`src/rtl/stream_check_monitor.sv`:
```
// stream_check_monitor: in-hardware scoreboard. Expected words are queued in a
// FIFO and each inspected word is compared against the oldest queued word.
// Keeps saturating test/error totals, per-group summaries and a registered
// record of the first and latest mismatches.
module stream_check_monitor #(
    parameter int W     = 8,
    parameter int DEPTH = 16,
    parameter int CNT_W = 16
) (
    input  logic             clk,
    input  logic             rst,
    input  logic [W-1:0]     exp_data,
    input  logic             exp_valid,
    output logic             exp_ready,
    input  logic [W-1:0]     ins_data,
    input  logic             ins_valid,
    output logic             ins_ready,
    input  logic             group_begin,
    input  logic             group_end,
    output logic [CNT_W-1:0] test_count,
    output logic [CNT_W-1:0] error_count,
    output logic [CNT_W-1:0] group_tests,
    output logic [CNT_W-1:0] group_errors,
    output logic             group_done,
    output logic             group_pass,
    output logic             in_group,
    output logic             fail_pulse,
    output logic [W-1:0]     fail_exp,
    output logic [W-1:0]     fail_ins,
    output logic [CNT_W-1:0] fail_index,
    output logic [CNT_W-1:0] first_fail_index,
    output logic             all_ok
);

    localparam int AW = $clog2(DEPTH);

    typedef enum logic {ST_IDLE, ST_OPEN} grp_state_t;

    // Counters stick at all-ones instead of wrapping.
    function automatic logic [CNT_W-1:0] sat_inc(input logic [CNT_W-1:0] v);
        return (v == {CNT_W{1'b1}}) ? v : v + 1'b1;
    endfunction

    logic [W-1:0]     mem [DEPTH];
    logic [AW:0]      wr_ptr, rd_ptr;
    logic             full, empty, push, pop, mismatch;
    logic [W-1:0]     head;
    logic [CNT_W-1:0] test_next, error_next;
    logic [CNT_W-1:0] snap_t, snap_e;
    grp_state_t       state_q, state_d;
    logic             snap_load, grp_close;

    // Extra wrap bit distinguishes full from empty when the index bits match.
    assign full      = (wr_ptr[AW-1:0] == rd_ptr[AW-1:0]) && (wr_ptr[AW] != rd_ptr[AW]);
    assign empty     = (wr_ptr == rd_ptr);
    assign exp_ready = !full;
    assign ins_ready = !empty;
    assign push      = exp_valid && !full;
    assign pop       = ins_valid && !empty;
    assign head      = mem[rd_ptr[AW-1:0]];
    assign mismatch  = pop && (ins_data != head);

    // Post-update totals; group snapshots and closes see this cycle's compare.
    assign test_next  = pop      ? sat_inc(test_count)  : test_count;
    assign error_next = mismatch ? sat_inc(error_count) : error_count;

    assign in_group = (state_q == ST_OPEN);
    assign all_ok   = (error_count == '0);

    // FIFO storage: data only, never reset.
    always_ff @(posedge clk) begin
        if (push) mem[wr_ptr[AW-1:0]] <= exp_data;
    end

    // FIFO pointers and running totals.
    always_ff @(posedge clk) begin
        if (rst) begin
            wr_ptr      <= '0;
            rd_ptr      <= '0;
            test_count  <= '0;
            error_count <= '0;
        end else begin
            if (push) wr_ptr <= wr_ptr + 1'b1;
            if (pop)  rd_ptr <= rd_ptr + 1'b1;
            test_count  <= test_next;
            error_count <= error_next;
        end
    end

    // Registered mismatch record, visible the cycle after the compare.
    always_ff @(posedge clk) begin
        if (rst) begin
            fail_pulse       <= 1'b0;
            fail_exp         <= '0;
            fail_ins         <= '0;
            fail_index       <= '0;
            first_fail_index <= '0;
        end else begin
            fail_pulse <= mismatch;
            if (mismatch) begin
                fail_exp   <= head;
                fail_ins   <= ins_data;
                fail_index <= test_next;
                if (first_fail_index == '0) first_fail_index <= test_next;
            end
        end
    end

    // Group FSM state register.
    always_ff @(posedge clk) begin
        if (rst) state_q <= ST_IDLE;
        else     state_q <= state_d;
    end

    // Group FSM next state: a begin while open restarts the group; begin with
    // end while open closes the old group and opens a new one.
    always_comb begin
        state_d   = state_q;
        snap_load = 1'b0;
        grp_close = 1'b0;
        case (state_q)
            ST_IDLE: begin
                if (group_begin) begin
                    state_d   = ST_OPEN;
                    snap_load = 1'b1;
                end
            end
            ST_OPEN: begin
                if (group_end) begin
                    grp_close = 1'b1;
                    if (group_begin) snap_load = 1'b1;
                    else             state_d   = ST_IDLE;
                end else if (group_begin) begin
                    snap_load = 1'b1;
                end
            end
            default: state_d = ST_IDLE;
        endcase
    end

    // Group snapshots and closed-group summary.
    always_ff @(posedge clk) begin
        if (rst) begin
            snap_t       <= '0;
            snap_e       <= '0;
            group_tests  <= '0;
            group_errors <= '0;
            group_pass   <= 1'b0;
            group_done   <= 1'b0;
        end else begin
            group_done <= grp_close;
            if (grp_close) begin
                group_tests  <= test_next - snap_t;
                group_errors <= error_next - snap_e;
                group_pass   <= (error_next == snap_e);
            end
            if (snap_load) begin
                snap_t <= test_next;
                snap_e <= error_next;
            end
        end
    end

endmodule

```
`config.mk`:
```
export PLATFORM = sky130hd
export DESIGN_NAME = stream_check_monitor
export DESIGN_NICKNAME = d
export VERILOG_FILES = /design/src/rtl/stream_check_monitor.sv
export SDC_FILE = /design/constraint.sdc
export NUM_CORES = 1
export LEC_CHECK = 0
export CORE_UTILIZATION = 45
export DETAILED_ROUTE_END_ITERATION = 10
export PLACE_DENSITY = 0.66
export SLEW_MARGIN = 30
export SYNTH_ARGS = -nofsm -noshare
export SYNTH_HDL_FRONTEND = slang
export SYNTH_SLANG_ARGS = --single-unit
```
`constraint.sdc`:
```
create_clock -name clk -period 9.1 [get_ports clk]
set_input_delay 1.82 -clock clk [delete_from_list [all_inputs] [get_ports clk]]
set_output_delay 1.82 -clock clk [all_outputs]
set_load 0.005 [all_outputs]
```
Word level (Yosys, flattened, before mapping)
Memory sizes are Yosys's and may differ from the RTL's. A register that Yosys moved wholly into a read port is not among the register bits.
Cells that the tools add are included.
{ "classes": {"add_sub_neg": 6, "mul": 0, "div_mod_pow": 0, "magnitude_cmp": 0, "n_eq_ne": 7, "n_shift": 0, "mux": 13, "bitwise_logic": 1, "n_reduce_logical": 9} }
{ "op_table": {"columns": ["cell", "count"], "rows": [
  ["$mux 16", 4],
  ["$add 16x1->16 const B", 2],
  ["$eq 16x16->1 const B", 2],
  ["$logic_not 16->1", 2],
  ["$sub 16x16->16", 2],
  ["$eq 16x16->1", 1],
  ["$add 5x1->5 const B", 2],
  ["$mux 4", 2],
  ["$ne 8x8->1", 1],
  ["$mux 1", 6],
  ["$eq 5x5->1", 1],
  ["$eq 4x4->1", 1],
  ["$logic_and 1x1->1", 4],
  ["$logic_not 1->1", 2],
  ["$pmux 1 s2", 1],
  ["$reduce_and 2->1", 1],
  ["$ne 1x1->1", 1],
  ["$not 1->1", 1]
]} }
{ "totals": {"ff_bits": 158, "latchBits": 0, "ramBits": 128, "romBits": 0, "input_bits": 22, "output_inout_bits": 119, "elab_cells": 53, "mem_count": 1} }
{ "mem_list": {"columns": ["name", "words", "word_bits", "read_ports", "rd_clocked_by_memory_dff", "wr", "line_no", "source"], "rows": [
  ["mem", 16, 8, 1, 1, 1, "44", "logic [W-1:0] mem [DEPTH];"]
]} }

Longest topological paths before layout
Gate-level depths: netlist (run 1).
{ "depth": {"ltp_word": 6, "ltp_mapped": 23, "ltp_nobuf": 19} }

Worst setup path after synthesis (run 1)
No wires, ideal clock.
{ "synth_path": {"kind": "input -> register", "start": "input port ins_data[2]", "end": "register group_errors[8]", "setup_time_ns": 0.070, "arrival_ns": 5.580, "t_required_ns": 9.030, "setup_slack_ns": 3.450, "cell_stages": 19, "path_buffers": 1, "path_cell_list": "xnor2_1 a211oi_1 or4_1 o31a_1 nor3_4 buf_4 nor2_1 xnor2_1 ha_1 fa_1 nor2b_1 o21ai_0 a21boi_0 o21ai_0 a21boi_0 o21a_1 nor3_1 or3_1 a21oi_1"} }
{ "synth_between": {"elab_chain_cells": 4} }
{ "synth_lines": {"columns": ["item", "line_no", "source"], "rows": [
  ["from (decl)", "15", "input logic [W-1:0] ins_data,"],
  ["$ne 8x8->1", "61", "assign mismatch = pop && (ins_data != head);"],
  ["$logic_and 1x1->1", "61", null],
  ["$mux 16", "65", "assign error_next = mismatch ? sat_inc(error_count) : error_count;"],
  ["$sub 16x16->16", "154", "group_errors <= error_next - snap_e;"],
  ["to (signal assigned)", "154", null],
  ["to (decl)", "23", "output logic [CNT_W-1:0] group_errors,"]
]} }
No other way between the ends.
A chain may end at the register's enable or synchronous reset.

Final worst setup path (run 1)
{ "layout_path": {"start": "input port ins_data[2]", "end": "register group_errors[14]"} }
Same word-level chain as after synthesis.

==> results.py, run 1 <==
metrics = {
    "power": {
        "peakVddDrop_mv": 0.1943,
        "cellPowerDensity_nw_per_um2": 213.7,
        "power.leakage_nw": 5.739,
    },
    "drt": {
        "drc": 0,
        "routed_wl_um": 30530,
        "ant_nets": 0,
        "vias": 9222,
        "drt-pass1-iter-count": 5,
        "wl_per_cell_um": 17.70,
        "drt_iter0_markers": 636,
        "via_per_inst": 5.346,
    },
    "global_route": {
        "grt_antenna_before_repair": 0,
        "grt_pass1_vias": 8665,
        "gr-total-overflow": 0,
        "grt_first_pass_wirelength_um": 47370,
        "grt_usage_pct": 20.74,
        "grt_max_degree": 79,
    },
    "floorplan": {
        "core_um2": 28160,
        "dieArea_um2": 29660,
        "die_h_um": 172.2,
        "start_util_pct": 46.29,
        "rows": 61,
        "ios": 141,
        "die_w_um": 172.2,
    },
    "placed_design": {
        "place_ws_ns": 2.065,
        "gp_congestion": 0.8402,
        "place_area_um2": 14740,
        "dpl.hpwl_um": 20880,
        "port_buffers": 140,
    },
    "timing": {
        "setup_ws_ns": 2.669,
        "finalSetupViolCount": 0,
        "relSlewSlack_pct": 31.52,
        "fin_setup_tns_ns": 0,
        "hold_violations": 0,
        "whs_ns": 0.4492,
        "timing.fmax_mhz": 155.5,
        "fin_skew_ns": 0.02611,
        "fin_crit_sh_pct": 70.67,
        "maxSlewViolCount": 0,
        "rsz0062_at_grt": "false",
        "worst_pin_slew_ns": 1.023,
        "post-route-min-period_ns": 6.431,
    },
    "clock_network": {
        "numCtsBuffers": 31,
        "clockBufferDepth": 3,
        "cts_tree": "yes",
        "cts_root_buffer": "clkbuf_16",
        "post-cts-setup-buffers": 0,
        "cts.reportedPaths.clkPinSlew_ns": 0.06,
        "clock_sink_count": 290,
        "cts_hold_buf": 0,
        "cts_htree_levels": 1,
        "post_cts_resized": 0,
        "clk_latency_ns": 0.57,
    },
    "critical_path": {
        "crit_required_ns": 9.58,
        "start_kind": "input port",
        "critical_path_class": "in -> reg",
        "arrival_ns": 6.91,
        "cp-end-kind": "register",
        "crit_fanout": 14,
    },
    "layout": {
        "fin_util_pct": 56.28,
        "num-fill-cells": 2378,
        "final_cell_area_um2": 15850,
        "nets": 1384,
        "antenna_cells": 0,
        "drive_gt1_share_pct": 8.909,
        "syn2layout_area_growth_pct": 21.57,
        "layout_commonest_cell": "nor2_1",
        "register_area_um2": 7088,
        "most-common-layout-cells": "nor2_1 (165), dfxtp_1 (161), clkdlybuf4s50_1 (138), edfxtp_1 (128), inv_1 (71)",
        "multi_input_area_um2": 5488,
    },
    "synth": {
        "synth_edf_count": 128,
        "yosys_warnings": 0,
        "syn_area_per_cell_um2": 10.88,
        "synth_nets": 1260,
        "synth_area_um2": 13040,
        "synth.distinct_cells": 61,
        "async_reset_ff_share_pct": 0,
        "synth_flop_cell": "dfxtp_1",
        "synth_seq_cells": 290,
        "yosysSeqAreaShare_pct": 54.36,
        "synthCells": 1198,
    },
    "hold_path": {
        "hp-class": "reg -> reg",
    },
    "run": {
        "cap_violations": 0,
    },
    "status": {
        "run_status": "complete, no violations",
    },
}
[final cells by class]
cell class / count / area share, %
timing repair buffer: 147 / 9.141
clock inverter: 15 / 1.184
tap: 378 / 2.984
multi-input combinational: 780 / 34.62
sequential: 290 / 44.72
clock buffer: 43 / 5.644
inverter: 72 / 1.705
[power by group]
part	leakage (nW)	internal, mW	switching (mW)
clock network	0.535	0.799	0.511
logic	2.73	0.281	0.332
registers	2.47	1.42	0.0475
[sequential cells by signal, indices dropped and copies added (netlist names), 5 cells and up, named ones only]
name	flops
group_errors	16
group_tests	16
snap_e	16
test_count	16
rd_ptr	5
fail_index	16
mem	128
fail_ins	8
snap_t	16
wr_ptr	5
error_count	16
first_fail_index	16
fail_exp	8
[per-layer routing]
| metal | track usage [%] | share of wire (%) | up-vias |
|---|---|---|---|
| met4 | 6.579 | 2.6 | 0 |
| met2 | 34.47 | 46 | 260 |
| li1 | - | - | 4522 |
| met5 | 0 | 0 | - |
| met3 | 2.701 | 4.9 | 57 |
| met1 | 28.08 | 46 | 4383 |
[worst max-delay path: stages]
cell             delay, ns
clkdlybuf4s50_1       0.54
xnor2_1               0.25
a211oi_1              0.10
or4_1                 0.53
o31a_1                0.40
nor3_4                0.56
nor2_1                0.19
xnor2_1               0.21
ha_1                  0.25
fa_1                  0.39
nor2b_1               0.16
o21ai_0               0.11
a21boi_0              0.26
o21ai_0               0.13
a21boi_0              0.27
o21a_1                0.22
o211ai_1              0.13
a211o_1               0.29
o211ai_1              0.09
[metrics by stage]
stage,power (mW),cells
2_1_floorplan,1.886,1198
3_3_place_gp,2.094,1667
3_5_place_dp,2.104,1667
4_1_cts,3.418,1725
5_1_grt,3.538,1725
6_report,3.387,1725
[final timing paths]
path | cells after the start | slack [ns] | from | end
worst min-delay path | 2 | 0.45 | group_tests[8] | group_tests[8]
worst max register to register | 20 | 2.71 | register | group_errors[14]
worst min register to register | 2 | 0.45 | group_tests[8] | group_tests[8]
worst max-delay path | 19 | 2.67 | ins_data[2] | group_errors[14]
[cell usage after synthesis, types with 3 or more instances]
cell,number,share of area [%]
o21ai_1,3,0.12
buf_4,7,0.40
o211ai_1,12,0.69
a22oi_1,5,0.29
nor4_1,13,0.62
nor3_1,33,1.3
nand4_1,14,0.67
xor2_1,20,1.3
buf_2,6,0.23
nor2b_1,8,0.38
nand2_1,69,2.0
edfxtp_1,128,29
nand4b_1,3,0.20
mux4_2,29,5.0
nor2_1,175,5.0
buf_1,4,0.12
a21oi_1,68,2.6
or2_2,4,0.19
a211o_1,4,0.27
xnor2_1,42,2.8
clkbuf_1,38,1.1
ha_1,38,3.6
o21a_1,11,0.63
dfxtp_1,162,25
a31oi_1,6,0.29
mux2i_1,50,3.8
nor3b_1,4,0.23
or3_1,9,0.43
inv_1,71,2.0
a21o_1,7,0.40
and3_1,8,0.38
nand3_1,23,0.88
nor4b_1,8,0.54
a211oi_1,35,2.0
nand2b_1,11,0.53
o21ai_0,13,0.50
mux2_2,3,0.26
and4_1,3,0.20
and2_1,18,0.86
a21boi_0,5,0.29
[kinds of logic after synthesis]
family                   synth area share, %
multiplexers                           9.559
AO/OA/AOI/OAI                          9.242
buffers and inverters                  4.002
XOR/XNOR                               4.165
adder cells (fa/ha/maj)                3.954
AND/OR/NAND/NOR                        14.72
flip-flops                             54.36
Note: power is estimated with default switching activity, not from simulation.
==> inputs of run 2 (changes only) <==
--- a/config.mk
+++ b/config.mk
@@ -7,7 +7,7 @@
 export LEC_CHECK = 0
 export CORE_UTILIZATION = 45
 export DETAILED_ROUTE_END_ITERATION = 10
-export PLACE_DENSITY = 0.66
+export PLACE_DENSITY = 0.68
 export SLEW_MARGIN = 30
 export SYNTH_ARGS = -nofsm -noshare
 export SYNTH_HDL_FRONTEND = slang
==> constraint.sdc (replaced) <==
create_clock -name clk -period 5.4 [get_ports clk]
set_input_delay 1.08 -clock clk [delete_from_list [all_inputs] [get_ports clk]]
set_output_delay 1.08 -clock clk [all_outputs]
set_load 0.005 [all_outputs]
==> results.py, run 2 (synthesis results as in run 1) <==
metrics = {
    "clock_network": {
        "clockBufferDepth": 3,
        "cts.reportedPaths.clkPinSlew_ns": 0.06,
        "clk_latency_ns": 0.54,
        "clock_sink_count": 290,
        "cts_tree": "yes",
        "cts_root_buffer": "clkbuf_16",
        "cts_htree_levels": 1,
        "numCtsBuffers": 30,
    },
    "layout": {
        "largest_reg_flops": 128,
        "nets": 1421,
        "num-fill-cells": 2364,
        "layout_commonest_cell": "nor2_1",
        "syn2layout_area_growth_pct": 22.65,
        "fin_util_pct": 56.78,
        "drive_gt1_share_pct": 10.07,
        "most-common-layout-cells": "nor2_1 (170), dfxtp_1 (162), clkdlybuf4s50_1 (138), edfxtp_1 (128), inv_1 (71)",
        "antenna_cells": 0,
    },
    "critical_path": {
        "rr_endpoint": "group_errors[12]",
        "timing.reg2reg.setup_slack_ns": 0.30,
        "crit_path_max_incr_delay_ns": 0.55,
        "start_kind": "register",
        "r2r_cells": 20,
        "path_cells": "buf_12 -> mux4_2 -> mux2i_4 -> mux2i_1 -> or4_1 -> o31a_1 -> nor3_4 -> nor2_1 -> xnor2_1 -> ha_1 -> fa_1 -> nor2b_1 -> o21ai_0 -> a21boi_1 -> o21ai_1 -> a21boi_1 -> o21a_1 -> o211a_1 -> o21a_1 -> o41ai_1",
        "crit_fanout": 11,
        "cp-end-kind": "register",
        "critical_path_class": "reg -> reg",
        "crit_required_ns": 5.84,
        "cp_slowest_cell": "mux4_2",
        "arrival_ns": 5.54,
    },
    "timing": {
        "finalSetupViolCount": 0,
        "relSlewSlack_pct": 32.57,
        "setup_ws_ns": 0.2981,
        "hold_violations": 0,
        "fin_crit_sh_pct": 94.48,
        "timing.fmax_mhz": 196.0,
        "rsz0062_at_grt": "true",
        "maxSlewViolCount": 0,
        "post-route-min-period_ns": 5.102,
        "fin_skew_ns": 0.01267,
        "whs_ns": 0.4506,
        "worst_pin_slew_ns": 1.008,
    },
    "floorplan": {
        "die_h_um": 172.2,
        "start_util_pct": 46.29,
        "rows": 61,
        "die_w_um": 172.2,
        "dieArea_um2": 29660,
        "ios": 141,
        "core_um2": 28160,
    },
    "power": {
        "power.leakage_nw": 5.839,
        "cellPowerDensity_nw_per_um2": 346.3,
        "peakVddDrop_mv": 0.2608,
    },
    "hold_path": {
        "hp-class": "reg -> reg",
        "min_from": "group_tests[9]",
        "min_path_cells": 2,
        "hold_path_end": "group_tests[9]",
    },
    "drt": {
        "drt_iter0_markers": 695,
        "drt-pass1-iter-count": 5,
        "ant_nets": 0,
        "routed_wl_um": 30770,
        "via_per_inst": 5.373,
        "wl_per_cell_um": 17.50,
        "drc": 0,
        "vias": 9446,
    },
    "global_route": {
        "grt_max_degree": 83,
        "grt_pass1_vias": 8903,
        "grt_usage_pct": 20.89,
        "gr-total-overflow": 0,
        "grt_first_pass_wirelength_um": 48210,
        "grt_antenna_before_repair": 0,
    },
    "status": {
        "run_status": "complete, no violations",
    },
    "placed_design": {
        "dpl.hpwl_um": 21580,
        "port_buffers": 140,
        "place_ws_ns": -0.3831,
        "gp_congestion": 0.8972,
    },
    "run": {
        "cap_violations": 0,
    },
}
==> run 2: layout make-up <==
type,instances,area (um^2),share of cell area (%)
sequential,290,7087,44.32
multi-input combinational,780,5470,34.21
timing repair buffer,185,1772,11.08
clock buffer,42,837.1,5.235
tap,378,473.0,2.958
inverter,72,270.3,1.690
clock inverter,11,81.33,0.5086
==> run 2: how the worst max path moves through the flow <==
| stage | from | endpoint | slack (ns) | depth (start not counted) |
|---|---|---|---|---|
| finish | register | group_errors[12] | 0.30 | 20 |
| global route | register | group_errors[8] | -0.03 | 20 |
| CTS | register | group_errors[14] | 0.09 | 20 |
| detailed placement | ins_data[7] | group_errors[14] | -0.38 | 19 |
| global placement | ins_data[7] | group_errors[8] | -0.26 | 19 |
| floorplan | ins_data[2] | group_errors[8] | 0.49 | 19 |
==> run 2: report_power, final <==
part	internal, mW	total, mW	switching (mW)
clock network	1.12	1.93	0.808
logic	0.553	1.16	0.605
registers	2.39	2.45	0.0667
==> run 2: metrics by stage <==
step	total power [mW]	TNS (ns)	area, um^2	std cells
floorplan	3.179	0	13040	1198
global placement	3.617	-1.085	15020	1702
detailed placement	3.636	-2.310	15020	1702
CTS	5.562	0	15940	1755
global route	5.776	-0.1007	15990	1758
finish	5.538	0	15990	1758
==> run 2: layer usage <==
metal | track usage (%) | up-vias | routed length [um]
met3 | 3.273 | 49 | 1667
li1 | - | 4613 | -
met5 | 0 | - | 0
met4 | 4.579 | 0 | 597
met1 | 28.65 | 4509 | 14050
met2 | 34.78 | 275 | 14450
==> run 2: timing repair <==
action                     in CTS  in global routing
hold endpoints to repair        0                  0
setup buffers                   0                  3
setup endpoints to repair       0                 10
gates resized for setup         0                  5
hold buffers                    0                  0
==> run 2: worst max-delay path, delay by kind of cell, from the launching register on <==
family	cells	cell delay [ns]
fa+ha+maj	2	0.41
simple gates	4	0.99
buf+inv	1	0.17
flops	1	0.35
mux	3	0.84
compound gates	9	1.96
xor+xnor	1	0.26
==> inputs of run 3 (changes only) <==
--- a/config.mk
+++ b/config.mk
@@ -7,6 +7,7 @@
 export LEC_CHECK = 0
 export CORE_UTILIZATION = 45
 export DETAILED_ROUTE_END_ITERATION = 10
+export HOLD_SLACK_MARGIN = 0.06
 export PLACE_DENSITY = 0.68
 export SLEW_MARGIN = 30
 export SYNTH_ARGS = -nofsm -noshare
==> results of run 3 <==
Same layout as run 2: the final DEF is identical, and so are final timing and power.
